--- src/rtl/viterbi_pkg.sv ---
// Shared constants, types and helpers for the hard-decision Viterbi decoder blocks.
// Generators use direct octal: tap i of the polynomial multiplies register bit i (bit 0 = newest).
package viterbi_pkg;

    localparam int K    = 5;
    localparam int M    = K - 1;
    localparam int S    = 1 << M;
    localparam int PM_W = 8;

    localparam logic [K-1:0] G0_OCT = 5'o23;
    localparam logic [K-1:0] G1_OCT = 5'o35;

    typedef logic [M-1:0]    state_t;
    typedef logic [PM_W-1:0] pm_t;
    typedef logic [1:0]      sym_t;

    localparam pm_t INIT_PM = pm_t'(1 << (PM_W - 2));

    function automatic logic [1:0] popcount2(input sym_t v);
        return {1'b0, v[0]} + {1'b0, v[1]};
    endfunction

    // Metric every state starts from at reset or on a frame start.
    function automatic pm_t init_metric(input state_t s);
        return (s == '0) ? pm_t'(0) : INIT_PM;
    endfunction

endpackage

--- src/rtl/acs_butterfly_cell.sv ---
// Combinational add-compare-select for one next state: two normalised candidates,
// pick the smaller (ties go to predecessor 0), saturate the winner to all-ones.
module acs_butterfly_cell
    import viterbi_pkg::*;
(
    input  pm_t        pm0,
    input  pm_t        pm1,
    input  pm_t        norm,
    input  sym_t       sym,
    input  sym_t       exp0,
    input  sym_t       exp1,
    output pm_t        pm_new,
    output logic       dec
);

    logic [PM_W:0] cand0;
    logic [PM_W:0] cand1;
    logic [PM_W:0] best;

    // One guard bit lets the sum overflow the metric width so it can be clamped instead of wrapping.
    assign cand0  = {1'b0, pm0 - norm} + {{(PM_W-1){1'b0}}, popcount2(sym ^ exp0)};
    assign cand1  = {1'b0, pm1 - norm} + {{(PM_W-1){1'b0}}, popcount2(sym ^ exp1)};
    assign dec    = (cand1 < cand0);
    assign best   = dec ? cand1 : cand0;
    assign pm_new = best[PM_W] ? '1 : best[PM_W-1:0];

endmodule

--- src/rtl/expected_bits.sv ---
// Encoder output (branch label) for leaving state prev with input bit_in.
// exp_bits[0] is the G0 output, exp_bits[1] the G1 output.
module expected_bits
    import viterbi_pkg::*;
(
    input  state_t     prev,
    input  logic       bit_in,
    output sym_t       exp_bits
);

    logic [K-1:0] window;

    assign window   = {prev, bit_in};
    assign exp_bits = {^(window & G1_OCT), ^(window & G0_OCT)};

endmodule

--- src/rtl/acs_serial_unit.sv ---
// Time-multiplexed ACS engine: one trellis step per accepted symbol, one state per RUN cycle,
// double-buffered path metrics, survivor word and best state handed to traceback in DONE.
module acs_serial_unit
    import viterbi_pkg::*;
(
    input  logic         clk,
    input  logic         rst_n,
    input  logic         sym_valid,
    output logic         sym_ready,
    input  sym_t         sym,
    input  logic         frame_start,
    output logic         surv_valid,
    input  logic         surv_ready,
    output logic [S-1:0] surv_word,
    output state_t       best_state
);

    typedef enum logic [1:0] {IDLE, RUN, DONE} fsm_t;

    fsm_t   state;
    fsm_t   state_nxt;
    pm_t    pm_bank [2][S];
    logic   bank_sel;
    pm_t    norm;
    state_t cnt;
    sym_t   sym_q;
    logic   frame_q;
    pm_t    run_min;

    state_t p0;
    state_t p1;
    logic   in_bit;
    pm_t    pm0;
    pm_t    pm1;
    pm_t    norm_eff;
    sym_t   exp0;
    sym_t   exp1;
    pm_t    pm_new;
    logic   dec;
    logic   last;

    assign p0       = {1'b0, cnt[M-1:1]};
    assign p1       = {1'b1, cnt[M-1:1]};
    assign in_bit   = cnt[0];
    assign last     = (cnt == state_t'(S - 1));

    // A frame start bypasses the stored banks entirely and restarts from the initial metrics.
    assign pm0      = frame_q ? init_metric(p0) : pm_bank[bank_sel][p0];
    assign pm1      = frame_q ? init_metric(p1) : pm_bank[bank_sel][p1];
    assign norm_eff = frame_q ? '0 : norm;

    expected_bits u_exp0 (.prev(p0), .bit_in(in_bit), .exp_bits(exp0));
    expected_bits u_exp1 (.prev(p1), .bit_in(in_bit), .exp_bits(exp1));

    acs_butterfly_cell u_acs (
        .pm0    (pm0),
        .pm1    (pm1),
        .norm   (norm_eff),
        .sym    (sym_q),
        .exp0   (exp0),
        .exp1   (exp1),
        .pm_new (pm_new),
        .dec    (dec)
    );

    assign sym_ready  = rst_n && (state == IDLE);
    assign surv_valid = (state == DONE);

    always_ff @(posedge clk or negedge rst_n) begin
        if (!rst_n) state <= IDLE;
        else        state <= state_nxt;
    end

    // NOTE: next-state is assigned its default first, so no path through the case can infer a latch.
    always_comb begin
        state_nxt = state;
        case (state)
            IDLE:    if (sym_valid)  state_nxt = RUN;
            RUN:     if (last)       state_nxt = DONE;
            DONE:    if (surv_ready) state_nxt = IDLE;
            default:                 state_nxt = IDLE;
        endcase
    end

    // NOTE: the metric banks are reset explicitly because an aborted step must leave defined metrics behind.
    always_ff @(posedge clk or negedge rst_n) begin
        if (!rst_n) begin
            for (int i = 0; i < S; i++) begin
                pm_bank[0][i] <= init_metric(state_t'(i));
                pm_bank[1][i] <= init_metric(state_t'(i));
            end
            bank_sel   <= 1'b0;
            norm       <= '0;
            cnt        <= '0;
            sym_q      <= '0;
            frame_q    <= 1'b0;
            run_min    <= '0;
            surv_word  <= '0;
            best_state <= '0;
        end else begin
            case (state)
                IDLE: begin
                    if (sym_valid) begin
                        sym_q   <= sym;
                        frame_q <= frame_start;
                        cnt     <= '0;
                    end
                end
                RUN: begin
                    pm_bank[!bank_sel][cnt] <= pm_new;
                    surv_word[cnt]          <= dec;
                    if (cnt == '0 || pm_new < run_min) begin
                        run_min    <= pm_new;
                        best_state <= cnt;
                    end
                    cnt <= cnt + state_t'(1);
                end
                DONE: begin
                    if (surv_ready) begin
                        bank_sel <= !bank_sel;
                        norm     <= run_min;
                    end
                end
                default: ;
            endcase
        end
    end

endmodule

--- config.mk ---
export PLATFORM = sky130hd
export DESIGN_NAME = acs_serial_unit
export DESIGN_NICKNAME = d
export VERILOG_FILES = /design/src/rtl/viterbi_pkg.sv /design/src/rtl/acs_butterfly_cell.sv /design/src/rtl/expected_bits.sv /design/src/rtl/acs_serial_unit.sv
export SDC_FILE = /design/constraint.sdc
export NUM_CORES = 1
export LEC_CHECK = 0
export ABC_AREA = 1
export CORE_AREA = 2 2 172 208
export CTS_BUF_LIST = sky130_fd_sc_hd__clkbuf_4 sky130_fd_sc_hd__clkbuf_8 sky130_fd_sc_hd__clkbuf_16
export CTS_CLUSTER_SIZE = 8
export DETAILED_ROUTE_END_ITERATION = 10
export DIE_AREA = 0 0 174 210
export PLACE_DENSITY = 0.64
export SKIP_LAST_GASP = 1
export SYNTH_ARGS = -nofsm -noshare
export SYNTH_HDL_FRONTEND = slang
export SYNTH_SLANG_ARGS = --single-unit
--- constraint.sdc ---
create_clock -name clk -period 14.63 [get_ports clk]
set_clock_uncertainty 0.1 [all_clocks]
set_input_delay 2.926 -clock clk [delete_from_list [all_inputs] [get_ports clk]]
set_output_delay 2.926 -clock clk [all_outputs]
set_load 0.01 [all_outputs]
* Word level (Yosys, flattened, before mapping)
Index checks and enable logic that the tools add are counted.
** Cells by class
- Muxes and demuxes :: 30
- $add $sub $neg :: 7
- Magnitude comparators :: 11
- Reductions and logical operators :: 20
- Bitwise operators :: 7
- Eq/ne operators :: 6
** Operator list (number)
- $mux 128 :: 4
- $bwmux 256 :: 1
- $demux 128 s1 :: 1
- $mux 8 :: 9
- $bmux 8 s4 :: 2
- $demux 8 s4 :: 1
- $reduce_xor 5->1 :: 4
- $add 8x2->9 :: 2
- $bwmux 16 :: 1
- $sub 8x8->8 :: 2
- $ge 5x5->1 const B :: 3
- $mux 7 :: 2
- $logic_not 4->1 :: 3
- $not 4->5 :: 2
- $lt 9x9->1 :: 1
- $mux 9 :: 1
- $lt 8x8->1 :: 1
- $pmux 4 s2 :: 1
- $reduce_and 2->1 :: 4
- $mux 2 :: 3
- $pmux 2 s3 :: 1
- $lt 4x5->1 const B :: 1
- $lt 5x1->1 const B :: 1
- $not 3->5 :: 1
- 21 further kinds :: 29
** Storage, ports and cells
- Flip-flop bits (word level) :: 302

* Logic depth before layout (Yosys ltp)
Gate-level depths: netlist of the first run.
- Depth in word-level cells :: 16
- Gate-level depth with buffers :: 45
- Mapped depth without buffers :: 39

* Modules after synthesis
A second synthesis of the first run with hierarchy kept.
** Second synthesis, totals
- Cells, all modules :: 2052
- Area, all modules :: 15795.1 sq um
** By module, submodules not included
- acs_serial_unit :: instances 1, sequential area each 7594.8 sq um, area an instance 14007.2 sq um, cells each 1721
- acs_butterfly_cell :: instances 1, sequential area each 0.0 sq um, area an instance 1590.3 sq um, cells each 279
- expected_bits :: instances 2, sequential area each 0.0 sq um, area an instance 98.8 sq um, cells each 26

* Worst setup path after synthesis of the first run
Ideal clock, no wire load.
- Kind :: flip-flop to flip-flop
- Start :: reg bank_sel
- End :: reg best_state[0]
- Slack :: 8322 ps
- Library setup time :: 117 ps
- Buffers on the path :: 7
- Cell stages (with the launch flop) :: 36
- Arrival time :: 6091 ps
- Required time :: 14413 ps
- Cell sequence :: dfrtp_1 inv_2 buf_2 buf_1 clkbuf_1 o21ai_0 nand3_1 o21ai_0 o21ai_0 nand2_1 ha_1 fa_1 xnor2_1 nand2_1 nor4_1 nand4_1 xor2_1 ha_1 inv_1 nor3_1 o211ai_1 nand3_1 buf_2 nand2_2 nand2_1 buf_4 o211ai_2 buf_4 ha_1 nand2_1 nor2_1 a2111oi_0 nand2_2 buf_4 nand3_1 nand2_1
** Between the ends
- Word-level cells in the longest chain between the ends :: 16
- Elaborated cells on any way between the ends :: 22
- Those cells by class :: 4 x add/sub; 2 x order compare; 13 x mux; 1 x bitwise; 2 x reduce/logical
** RTL lines
- start: declaration :: line acs_serial_unit.sv:23 : logic bank_sel;
- start signal: assignment :: line acs_serial_unit.sv:120 : bank_sel <= !bank_sel;
- $not 1->2 (implied by the code) (*) :: line acs_serial_unit.sv:48, acs_serial_unit.sv:49
- $mux 128 (implied by the code) (*) (3 in a row) :: line acs_serial_unit.sv:48, acs_serial_unit.sv:49
- $bmux 8 s4 (on tied branches) :: line acs_serial_unit.sv:49, acs_serial_unit.sv:48
- $mux 8 (on tied branches) (3 in a row) :: line acs_serial_unit.sv:49, acs_serial_unit.sv:48
- $sub 8x8->8 (on tied branches) :: line acs_butterfly_cell.sv:22, acs_butterfly_cell.sv:21
- $add 8x2->9 (on tied branches) :: line acs_butterfly_cell.sv:22, acs_butterfly_cell.sv:21
- $lt 9x9->1 :: line acs_butterfly_cell.sv:23 : assign dec = (cand1 < cand0);
- $mux 9 (*) :: line acs_butterfly_cell.sv:24 : assign best = dec ? cand1 : cand0;
- $mux 8 (*) :: line acs_butterfly_cell.sv:25 : assign pm_new = best[PM_W] ? '1 : best[PM_W-1:0];
- named net pm_new[7] :: line acs_serial_unit.sv:38 : pm_t pm_new;
- $lt 8x8->1 (*) :: line acs_serial_unit.sv:112 : if (cnt == '0 || pm_new < run_min) begin
- $logic_or 1x1->1 (*) :: line acs_serial_unit.sv:112
- $reduce_and 2->1 (no source line) (*)
- end signal: assignment :: line acs_serial_unit.sv:114 : best_state <= cnt;
- end: declaration :: line acs_serial_unit.sv:15 : output state_t best_state
The timed path passes the listed nets; every way through them passes the cells marked *. The select of a mux whose other input is x is not followed.
A chain may end at the register's enable or synchronous reset.

* Final worst setup path of the first run
- Start :: reg bank_sel
- End :: reg run_min[0]
** Between the ends
- Word-level cells in the longest chain between the ends :: 16
- Elaborated cells on any way between the ends :: 22
- Those cells by class :: 4 x add/sub; 2 x order compare; 13 x mux; 1 x bitwise; 2 x reduce/logical
** RTL lines
- $not 1->2 (implied by the code) (*) :: line acs_serial_unit.sv:48, acs_serial_unit.sv:49
- $mux 128 (implied by the code) (*) (3 in a row) :: line acs_serial_unit.sv:48, acs_serial_unit.sv:49
- $bmux 8 s4 (on tied branches) :: line acs_serial_unit.sv:49, acs_serial_unit.sv:48
- $mux 8 (on tied branches) (3 in a row) :: line acs_serial_unit.sv:49, acs_serial_unit.sv:48
- $sub 8x8->8 (on tied branches) :: line acs_butterfly_cell.sv:22, acs_butterfly_cell.sv:21
- $add 8x2->9 (on tied branches) :: line acs_butterfly_cell.sv:22, acs_butterfly_cell.sv:21
- $lt 9x9->1 :: line acs_butterfly_cell.sv:23
- $mux 9 (*) :: line acs_butterfly_cell.sv:24
- $mux 8 (*) :: line acs_butterfly_cell.sv:25
- $lt 8x8->1 :: line acs_serial_unit.sv:112
- $logic_or 1x1->1 :: line acs_serial_unit.sv:112
- $reduce_and 2->1 (no source line)
- end signal: assignment :: line acs_serial_unit.sv:113 : run_min <= pm_new;
- end: declaration :: line acs_serial_unit.sv:28 : pm_t run_min;
Every way passes the cells marked *; elsewhere a longest branch is shown, timed or not. The select of a mux whose other input is x is not followed.

==> impl_metrics.tcl, run 1 <==
set metrics [dict create \
    synth_edf_count 0 \
    fin_crit_ps 9520 \
    synth_area_leaders "dfrtp_1 (44%), o21ai_0 (9.3%), nand2_1 (8.6%), mux2_2 (7.5%), dfstp_2 (5.1%)" \
    die_w_microns 174 \
    syn_inst 1779 \
    grt_max_degree 80 \
    drt_iter0_markers 778 \
    numCtsBuffers 43 \
    worst-path-max-fanout 74 \
    n_antenna_cell 0 \
    tns_ps 0 \
    cts_max_path_buffers 3 \
    tritoncts "yes" \
    cts-root-buf "clkbuf_16" \
    yosys.area.top_type "dfrtp_1" \
    syn-num-nets 1829 \
    drt-wirelength-per-cell_microns 18.9 \
    clkLatencyLatePin_ps 540 \
    synth.top_cell.area_share 0.443 \
    drc 0 \
    cp-startpoint "bank_sel$_DFFE_PN0P_" \
    max_freq_mhz 105 \
    syn_area_per_cell_sq_um 8.64 \
    grt_use_total 0.241 \
    synth_seq_cells 302 \
    min-delay-path-class "register to register" \
    r2r-end "run_min[0]$_DFFE_PN0P_" \
    synth_cell_types 44 \
    max_stage_delay_ps 750 \
    start_util 0.445 \
    timing.rr.start "bank_sel$_DFFE_PN0P_" \
    grt-ovfl-total 0 \
    fill_cells 3307 \
    worstSetupPathType "register to register" \
    maxSlewViolCount 0 \
    clkTransAtPathRegs_ps 60 \
    antenna_found_initial 0 \
    startpoint_type "register" \
    cp.required_ps 15000 \
    grt_pass1_vias 12000 \
    slowest_stage "dfrtp_4" \
    vias 12200 \
    status "finished, final reports clean" \
    min_path_cells 2 \
    post-route-period-util 0.651 \
    fp.coreArea_sq_um 34500 \
    postRouteAntennaNets 0 \
    reg2reg_slack_ps 5110 \
    layout-drive-gt1-share 0.140 \
    postCtsSetupBuffers 0 \
    ys_warn_count 0 \
    ctsHoldBuffers 0 \
    crit_arrival_ps 9890 \
    max_slew_margin 0.272 \
    place.gp.congestion 0.922 \
    cpMostUsedCell "nand2_1" \
    rsz0062_at_grt "no" \
    rows 75 \
    multi_input_area_sq_um 6600 \
    cts_resized 0 \
    nets 1817 \
    cap_violations 0 \
    io_buffers 28 \
    final_hold_viol_count 0 \
    die_y_microns 210 \
    first_pass_iters 5 \
    min_from "surv_word[15]$_DFFE_PN0P_" \
    htreeDepth 2 \
    setup_viol 0 \
    dpl.hpwl_mm 27.6 \
    seq_area_sq_um 7600 \
    synth-main-ff-cell "dfrtp_1" \
    yosysSeqAreaShare 0.494 \
    vias_per_cell 5.39 \
    endpoint_kind "register" \
    rr_worst_depth 33 \
    wl_mm 42.9 \
    io_pins 29 \
    dieArea_sq_um 36500 \
    grt_pass1_wl_mm 68.7 \
    clock-sinks 302 \
    worst_pin_slew_ps 1090 \
    ys_async_sr_fraction 1.00 \
    synthToLayoutAreaGrowth_pct 12.8 \
    synthesis.area_sq_um 15400 \
    hold_end "surv_word[15]$_DFFE_PN0P_" \
]
-- per-stage QoR --
stage | instance area [sq um] | instances | util | worst slack, ps | hold slack [ps]
2_1_floorplan | 15400 | 1779 | - | 8320 | 353
3_3_place_gp | 16000 | 2184 | 0.462 | 5590 | 380
3_5_place_dp | 16000 | 2184 | 0.462 | 5450 | 379
4_1_cts | 17300 | 2264 | 0.502 | 5340 | 398
5_1_grt | 17300 | 2264 | 0.502 | 4270 | 408
6_report | 17300 | 2264 | 0.502 | 5110 | 390
-- cell families after synthesis --
group                    synth area share
buffers and inverters              0.0776
flip-flops                          0.494
XOR/XNOR                           0.0131
multiplexers                       0.0755
AND/OR/NAND/NOR                     0.145
adder cells (fa/ha/maj)            0.0370
AO/OA/AOI/OAI                       0.157
-- sequential cells by signal, summed over array words and instances (netlist names) --
name / count
pm_bank: 256
norm: 8
sym_q: 2
run_min: 8
bank_sel: 1
frame_q: 1
cnt: 4
state: 2
best_state: 4
surv_word: 16
-- cell type report --
cell class | count | area share
clock buffer | 78 | 0.0783
clock inverter | 2 | 0.00144
inverter | 197 | 0.0428
multi-input combinational | 1176 | 0.381
sequential | 302 | 0.438
tap | 462 | 0.0334
timing repair buffer | 47 | 0.0247
-- critical path, delay by kind of cell, from the launching register on --
| family | cells | cell delay [ps] |
|---|---|---|
| flip-flops | 1 | 750 |
| XOR/XNOR | 2 | 550 |
| adder cells (fa/ha/maj) | 4 | 1180 |
| AO/OA/AOI/OAI | 6 | 1230 |
| AND/OR/NAND/NOR | 15 | 2870 |
| buffers and inverters | 6 | 2670 |
-- routing by layer --
metal  vias to the layer above  GRT usage  share of wire
li1                       5865          -              -
met1                      5884      0.306           0.42
met2                       350      0.410           0.49
met3                        93     0.0350          0.044
met4                         0      0.107          0.041
met5                         -          0              0
-- worst max path at each step --
stage,depth (start not counted),to
global placement,36,run_min[7]$_DFFE_PN0P_
CTS,33,run_min[7]$_DFFE_PN0P_
global route,33,run_min[2]$_DFFE_PN0P_
detailed placement,33,run_min[7]$_DFFE_PN0P_
floorplan,35,best_state[0]$_DFFE_PN0P_
finish,33,run_min[0]$_DFFE_PN0P_
-- layout by cell type, fill, tap and decap left out, types with 5 or more instances in the layout --
master           count
clkbuf_16           44
ha_1                39
mux2_2             103
nor2_1              71
xnor2_1             12
inv_1              192
a31oi_1             26
o21ai_0            284
nand3_1             95
o211ai_1             5
dfstp_2             30
dfrtp_1            270
buf_4               19
clkbuf_4            34
xor2_1              11
a21oi_1            128
clkdlybuf4s50_1     27
nand4_1              7
nand2_1            354
-- Yosys cell counts (all sizes together) (2+ instances only) --
cell / count
nand2: 358
mux2: 103
a31oi: 26
inv: 195
clkinv: 2
dfrtp: 272
o21ai: 289
nand3: 97
o211ai: 7
clkbuf: 58
dfstp: 30
o22ai: 2
ha: 39
o31ai: 3
nand3b: 3
nor3: 4
nand4: 7
fa: 4
xnor2: 12
a21oi: 129
nor2: 72
buf: 46
xor2: 11
Power of run 1 is not shown: default switching activity piles up to over one toggle a cycle in this logic, so the estimate is an artifact.
==> run 2: changes to the inputs <==
--- a/config.mk
+++ b/config.mk
@@ -11,7 +11,7 @@
 export CTS_CLUSTER_SIZE = 8
 export DETAILED_ROUTE_END_ITERATION = 10
 export DIE_AREA = 0 0 174 210
-export PLACE_DENSITY = 0.64
+export PLACE_DENSITY = 0.66
 export SKIP_LAST_GASP = 1
 export SYNTH_ARGS = -nofsm -noshare
 export SYNTH_HDL_FRONTEND = slang
==> constraint.sdc (replaced) <==
create_clock -name clk -period 8 [get_ports clk]
set_clock_uncertainty 0.1 [all_clocks]
set_input_delay 1.6 -clock clk [delete_from_list [all_inputs] [get_ports clk]]
set_output_delay 1.6 -clock clk [all_outputs]
set_load 0.01 [all_outputs]
==> run 2 against run 1 <==
Effect of this change: critical path depth grew 1; utilization up 0.054 points; wire length decreased by 0.93%; first-iteration DRC count rose by 23%; largest cell class unchanged.
==> impl_metrics.tcl, run 2 (synthesis gave the netlist of run 1 again) <==
set metrics [dict create \
    grt_pass1_wl_mm 68.3 \
    grt_pass1_vias 12300 \
    layout_common_cells "nand2_1 (354), o21ai_0 (284), dfrtp_1 (270)" \
    largest_register_ffs 256 \
    postRouteAntennaNets 0 \
    rsz0062_at_grt "no" \
    regMostFlops "pm_bank" \
    io_pins 29 \
    endpoint_kind "register" \
    drt_iter0_markers 957 \
    maxSlewViolCount 0 \
    wl_mm 42.5 \
    drt-wirelength-per-cell_microns 18.8 \
    wl_met2_mm 20.2 \
    tns_ps 0 \
    nets 1826 \
    fin_crit_ps 7030 \
    setup_viol 0 \
    worst-path-max-fanout 22 \
    tritoncts "yes" \
    die_w_microns 174 \
    top_layer "met4" \
    rows 75 \
    status "finished, final reports clean" \
    start_util 0.445 \
    cts_max_path_buffers 3 \
    clock-sinks 302 \
    n_antenna_cell 0 \
    vias_per_cell 5.43 \
    first_pass_iters 5 \
    grt_use_total 0.238 \
    grt-ovfl-total 0 \
    max_freq_mhz 142 \
    dpl.hpwl_mm 27.5 \
    numCtsBuffers 43 \
    die_y_microns 210 \
    htreeDepth 2 \
    cts-root-buf "clkbuf_16" \
    cp.required_ps 8380 \
    fill_cells 3255 \
    synthToLayoutAreaGrowth_pct 12.9 \
    post-route-period-util 0.878 \
    wl_met1_mm 18.2 \
    ctsHoldBuffers 0 \
    clkTransAtPathRegs_ps 50 \
    clkLatencyLatePin_ps 550 \
    top_regs "pm_bank: 256 flops, surv_word: 16 flops" \
    max_stage_delay_ps 510 \
    worst_pin_slew_ps 970 \
    vias 12300 \
    dieArea_sq_um 36500 \
    cap_violations 0 \
    drc 0 \
    grt_max_degree 150 \
    max_slew_margin 0.351 \
    worstSetupPathType "register to register" \
    layout-drive-gt1-share 0.141 \
    antenna_found_initial 0 \
    wl_met3_mm 2.12 \
    final_common_cell "nand2_1" \
    place.gp.congestion 0.903 \
    startpoint_type "register" \
    io_buffers 28 \
    crit_arrival_ps 7410 \
    slowest_stage "nor4_1" \
    min-delay-path-class "register to register" \
    final_hold_viol_count 0 \
    fp.coreArea_sq_um 34500 \
]
## run 2: final timing paths
check / from / to / slack [ps] / cells after the start
min in group asynchronous: rst_n / pm_bank[95]$_DFFE_PN0P_ / 930 / 1
max in group asynchronous: rst_n / bank_sel$_DFFE_PN0P_ / 4680 / 3
worst min-delay path: norm[4]$_DFFE_PN0P_ / norm[4]$_DFFE_PN0P_ / 380 / 2
worst max-delay path: cnt[1]$_DFFE_PN0P_ / run_min[0]$_DFFE_PN0P_ / 970 / 34
worst min register to register: norm[4]$_DFFE_PN0P_ / norm[4]$_DFFE_PN0P_ / 380 / 2
worst max register to register: cnt[1]$_DFFE_PN0P_ / run_min[0]$_DFFE_PN0P_ / 970 / 34
## run 2: final cells by class
cell class / instances / area (sq um) / share of cell area
sequential: 302 / 7600 / 0.438
multi-input combinational: 1176 / 6600 / 0.381
clock buffer: 70 / 1280 / 0.0741
inverter: 197 / 744 / 0.0429
tap: 462 / 578 / 0.0333
timing repair buffer: 56 / 508 / 0.0293
clock inverter: 2 / 32.5 / 0.00187
## run 2: timing repair
item,4_1_cts,5_1_grt
setup buffers,0,0
gates resized for setup,0,1
setup endpoints to repair,0,12
## run 2: metrics by stage
step / utilization / instance area (sq um) / hold WS, ps / worst slack (ps) / std cells
global placement: 0.464 / 16000 / 370 / 1060 / 2193
finish: 0.502 / 17400 / 383 / 973 / 2265
CTS: 0.502 / 17300 / 386 / 833 / 2265
global route: 0.502 / 17400 / 404 / 120 / 2265
floorplan: - / 15400 / 353 / 1690 / 1779
detailed placement: 0.464 / 16000 / 374 / 876 / 2193
## run 2: critical path, delay by kind of cell (launching register included)
| family | cells | cell delay, ps |
|---|---|---|
| xor+xnor | 2 | 500 |
| simple gates | 13 | 2000 |
| flops | 1 | 500 |
| compound gates | 9 | 1670 |
| fa+ha+maj | 3 | 1010 |
| buf+inv | 7 | 1150 |
## run 2: per-layer routing
metal,global-route usage,vias up
met5,0,-
li1,-,5875
met4,0.112,0
met3,0.0348,104
met1,0.308,5956
met2,0.395,373
Power of run 2 is left out for the same reason.
==> run 3: changes to the inputs <==
--- a/config.mk
+++ b/config.mk
@@ -6,12 +6,15 @@
 export NUM_CORES = 1
 export LEC_CHECK = 0
 export ABC_AREA = 1
-export CORE_AREA = 2 2 172 208
+export CELL_PAD_IN_SITES_DETAIL_PLACEMENT = 0
+export CELL_PAD_IN_SITES_GLOBAL_PLACEMENT = 1
+export CORE_AREA = 2 2 182 220
 export CTS_BUF_LIST = sky130_fd_sc_hd__clkbuf_4 sky130_fd_sc_hd__clkbuf_8 sky130_fd_sc_hd__clkbuf_16
 export CTS_CLUSTER_SIZE = 8
 export DETAILED_ROUTE_END_ITERATION = 10
-export DIE_AREA = 0 0 174 210
-export PLACE_DENSITY = 0.66
+export DIE_AREA = 0 0 184 222
+export PLACE_DENSITY = 0.74
+export SETUP_SLACK_MARGIN = 0.15
 export SKIP_LAST_GASP = 1
 export SYNTH_ARGS = -nofsm -noshare
 export SYNTH_HDL_FRONTEND = slang
==> run 3 against run 2 <==
Effect of this change: sequential share of layout area shrank 0.19 points; sequential cell count did not move; fmax is 1.9% lower.
==> impl_metrics.tcl, run 3 (synthesis gave the netlist of run 1 again) <==
set metrics [dict create \
    setup_viol 0 \
    worst_pin_slew_ps 1160 \
    place.gp.congestion 0.891 \
    utilization 0.452 \
    die_w_microns 184 \
    fill_cells 3775 \
    nets 1821 \
    numCtsBuffers 43 \
    cts_max_path_buffers 3 \
    grt_pass1_vias 11900 \
    rows 79 \
    grt_use_total 0.223 \
    grt_max_degree 166 \
    start_util 0.399 \
    n_antenna_cell 0 \
    die_y_microns 222 \
    vias 12100 \
    htreeDepth 2 \
    tritoncts "yes" \
    rsz0062_at_grt "no" \
    worst-path-max-fanout 66 \
    antenna_found_initial 0 \
    fp.coreArea_sq_um 38500 \
    grt_pass1_wl_mm 69.7 \
    layout-drive-gt1-share 0.141 \
    startpoint_type "register" \
    min-delay-path-class "register to register" \
    largest_register_ffs 256 \
    io_buffers 28 \
    vias_per_cell 5.30 \
    post-route-period-util 0.895 \
    regMostFlops "pm_bank" \
    max_slew_margin 0.222 \
    cts-root-buf "clkbuf_16" \
    postCtsSetupBuffers 0 \
    drt-wirelength-per-cell_microns 19.5 \
    tns_ps 0 \
    drt_iter0_markers 881 \
    postRouteAntennaNets 0 \
    dpl.hpwl_mm 28.7 \
    final_hold_viol_count 0 \
    clkTransAtPathRegs_ps 50 \
    cap_violations 0 \
    endpoint_kind "register" \
    cts_resized 0 \
    clock-sinks 302 \
    dieArea_sq_um 40800 \
    final_common_cell "nand2_1" \
    grt-ovfl-total 0 \
    clkLatencyLatePin_ps 560 \
    io_pins 29 \
    wl_mm 44.7 \
    maxSlewViolCount 0 \
    drc 0 \
    cp.required_ps 8280 \
    status "finished, final reports clean" \
    worstSetupPathType "register to register" \
    layout_common_cells "nand2_1 (354), o21ai_0 (284), dfrtp_1 (270)" \
    ctsHoldBuffers 0 \
    whs_ps 384 \
    fin_crit_ps 7160 \
    max_freq_mhz 140 \
    top_regs "pm_bank: 256 flops, surv_word: 16 flops" \
    first_pass_iters 5 \
    crit_arrival_ps 7440 \
    synthToLayoutAreaGrowth_pct 13.4 \
]
## run 3: area by class of cell
| type | instances | area, sq um | share of cell area |
|---|---|---|---|
| Sequential cell | 302 | 7600 | 0.436 |
| Timing Repair Buffer | 51 | 520 | 0.0299 |
| Clock inverter | 2 | 32.5 | 0.00187 |
| Clock buffer | 75 | 1320 | 0.0755 |
| Multi-Input combinational cell | 1176 | 6600 | 0.379 |
| Tap cell | 486 | 608 | 0.0349 |
| Inverter | 197 | 746 | 0.0428 |
## run 3: final timing paths
kind | cells past startpoint | slack, ps | endpoint | from
min in group asynchronous | 1 | 920 | norm[4]$_DFFE_PN0P_ | rst_n
max in group asynchronous | 3 | 4750 | pm_bank[165]$_DFFE_PN0P_ | rst_n
hold reg to reg | 2 | 380 | surv_word[14]$_DFFE_PN0P_ | surv_word[14]$_DFFE_PN0P_
setup / recovery | 27 | 840 | pm_bank[160]$_DFFE_PN0P_ | bank_sel$_DFFE_PN0P_
setup reg to reg | 27 | 840 | pm_bank[160]$_DFFE_PN0P_ | bank_sel$_DFFE_PN0P_
hold / removal | 2 | 380 | surv_word[14]$_DFFE_PN0P_ | surv_word[14]$_DFFE_PN0P_
## run 3: routing by layer
metal | track usage | vias up | wire length, microns
met5 | 0 | - | 0
met4 | 0.108 | 0 | 2110
met3 | 0.0325 | 101 | 2030
met2 | 0.364 | 292 | 21300
met1 | 0.291 | 5864 | 19200
li1 | - | 5868 | -
## run 3: worst max-delay path, cell delays in order (launching register included)
cell	delay [ps]
dfrtp_4	500
inv_4	500
buf_12	300
a21oi_1	100
o21ai_0	110
nand3_1	100
nand3_1	110
nand3_1	80
nand2_1	70
ha_1	150
inv_1	70
fa_1	420
xnor2_1	190
nand3b_1	230
nor3_1	300
nand2_1	80
nor2_1	120
xor2_1	310
ha_1	300
inv_1	70
nor3_1	50
a211oi_1	160
nand3_1	160
buf_4	250
o21ai_1	910
nand2_1	860
nand2_1	220
o21ai_0	110
## run 3: stage by stage
step | instance area, sq um | worst slack (ps) | cells
final | 17400 | 838 | 2289
after global routing | 17400 | 285 | 2289
after CTS | 17400 | 805 | 2289
after detailed placement | 16100 | 834 | 2212
after global placement | 16100 | 870 | 2212
after floorplan | 15400 | 1690 | 1779
Power of run 3 is left out for the same reason.
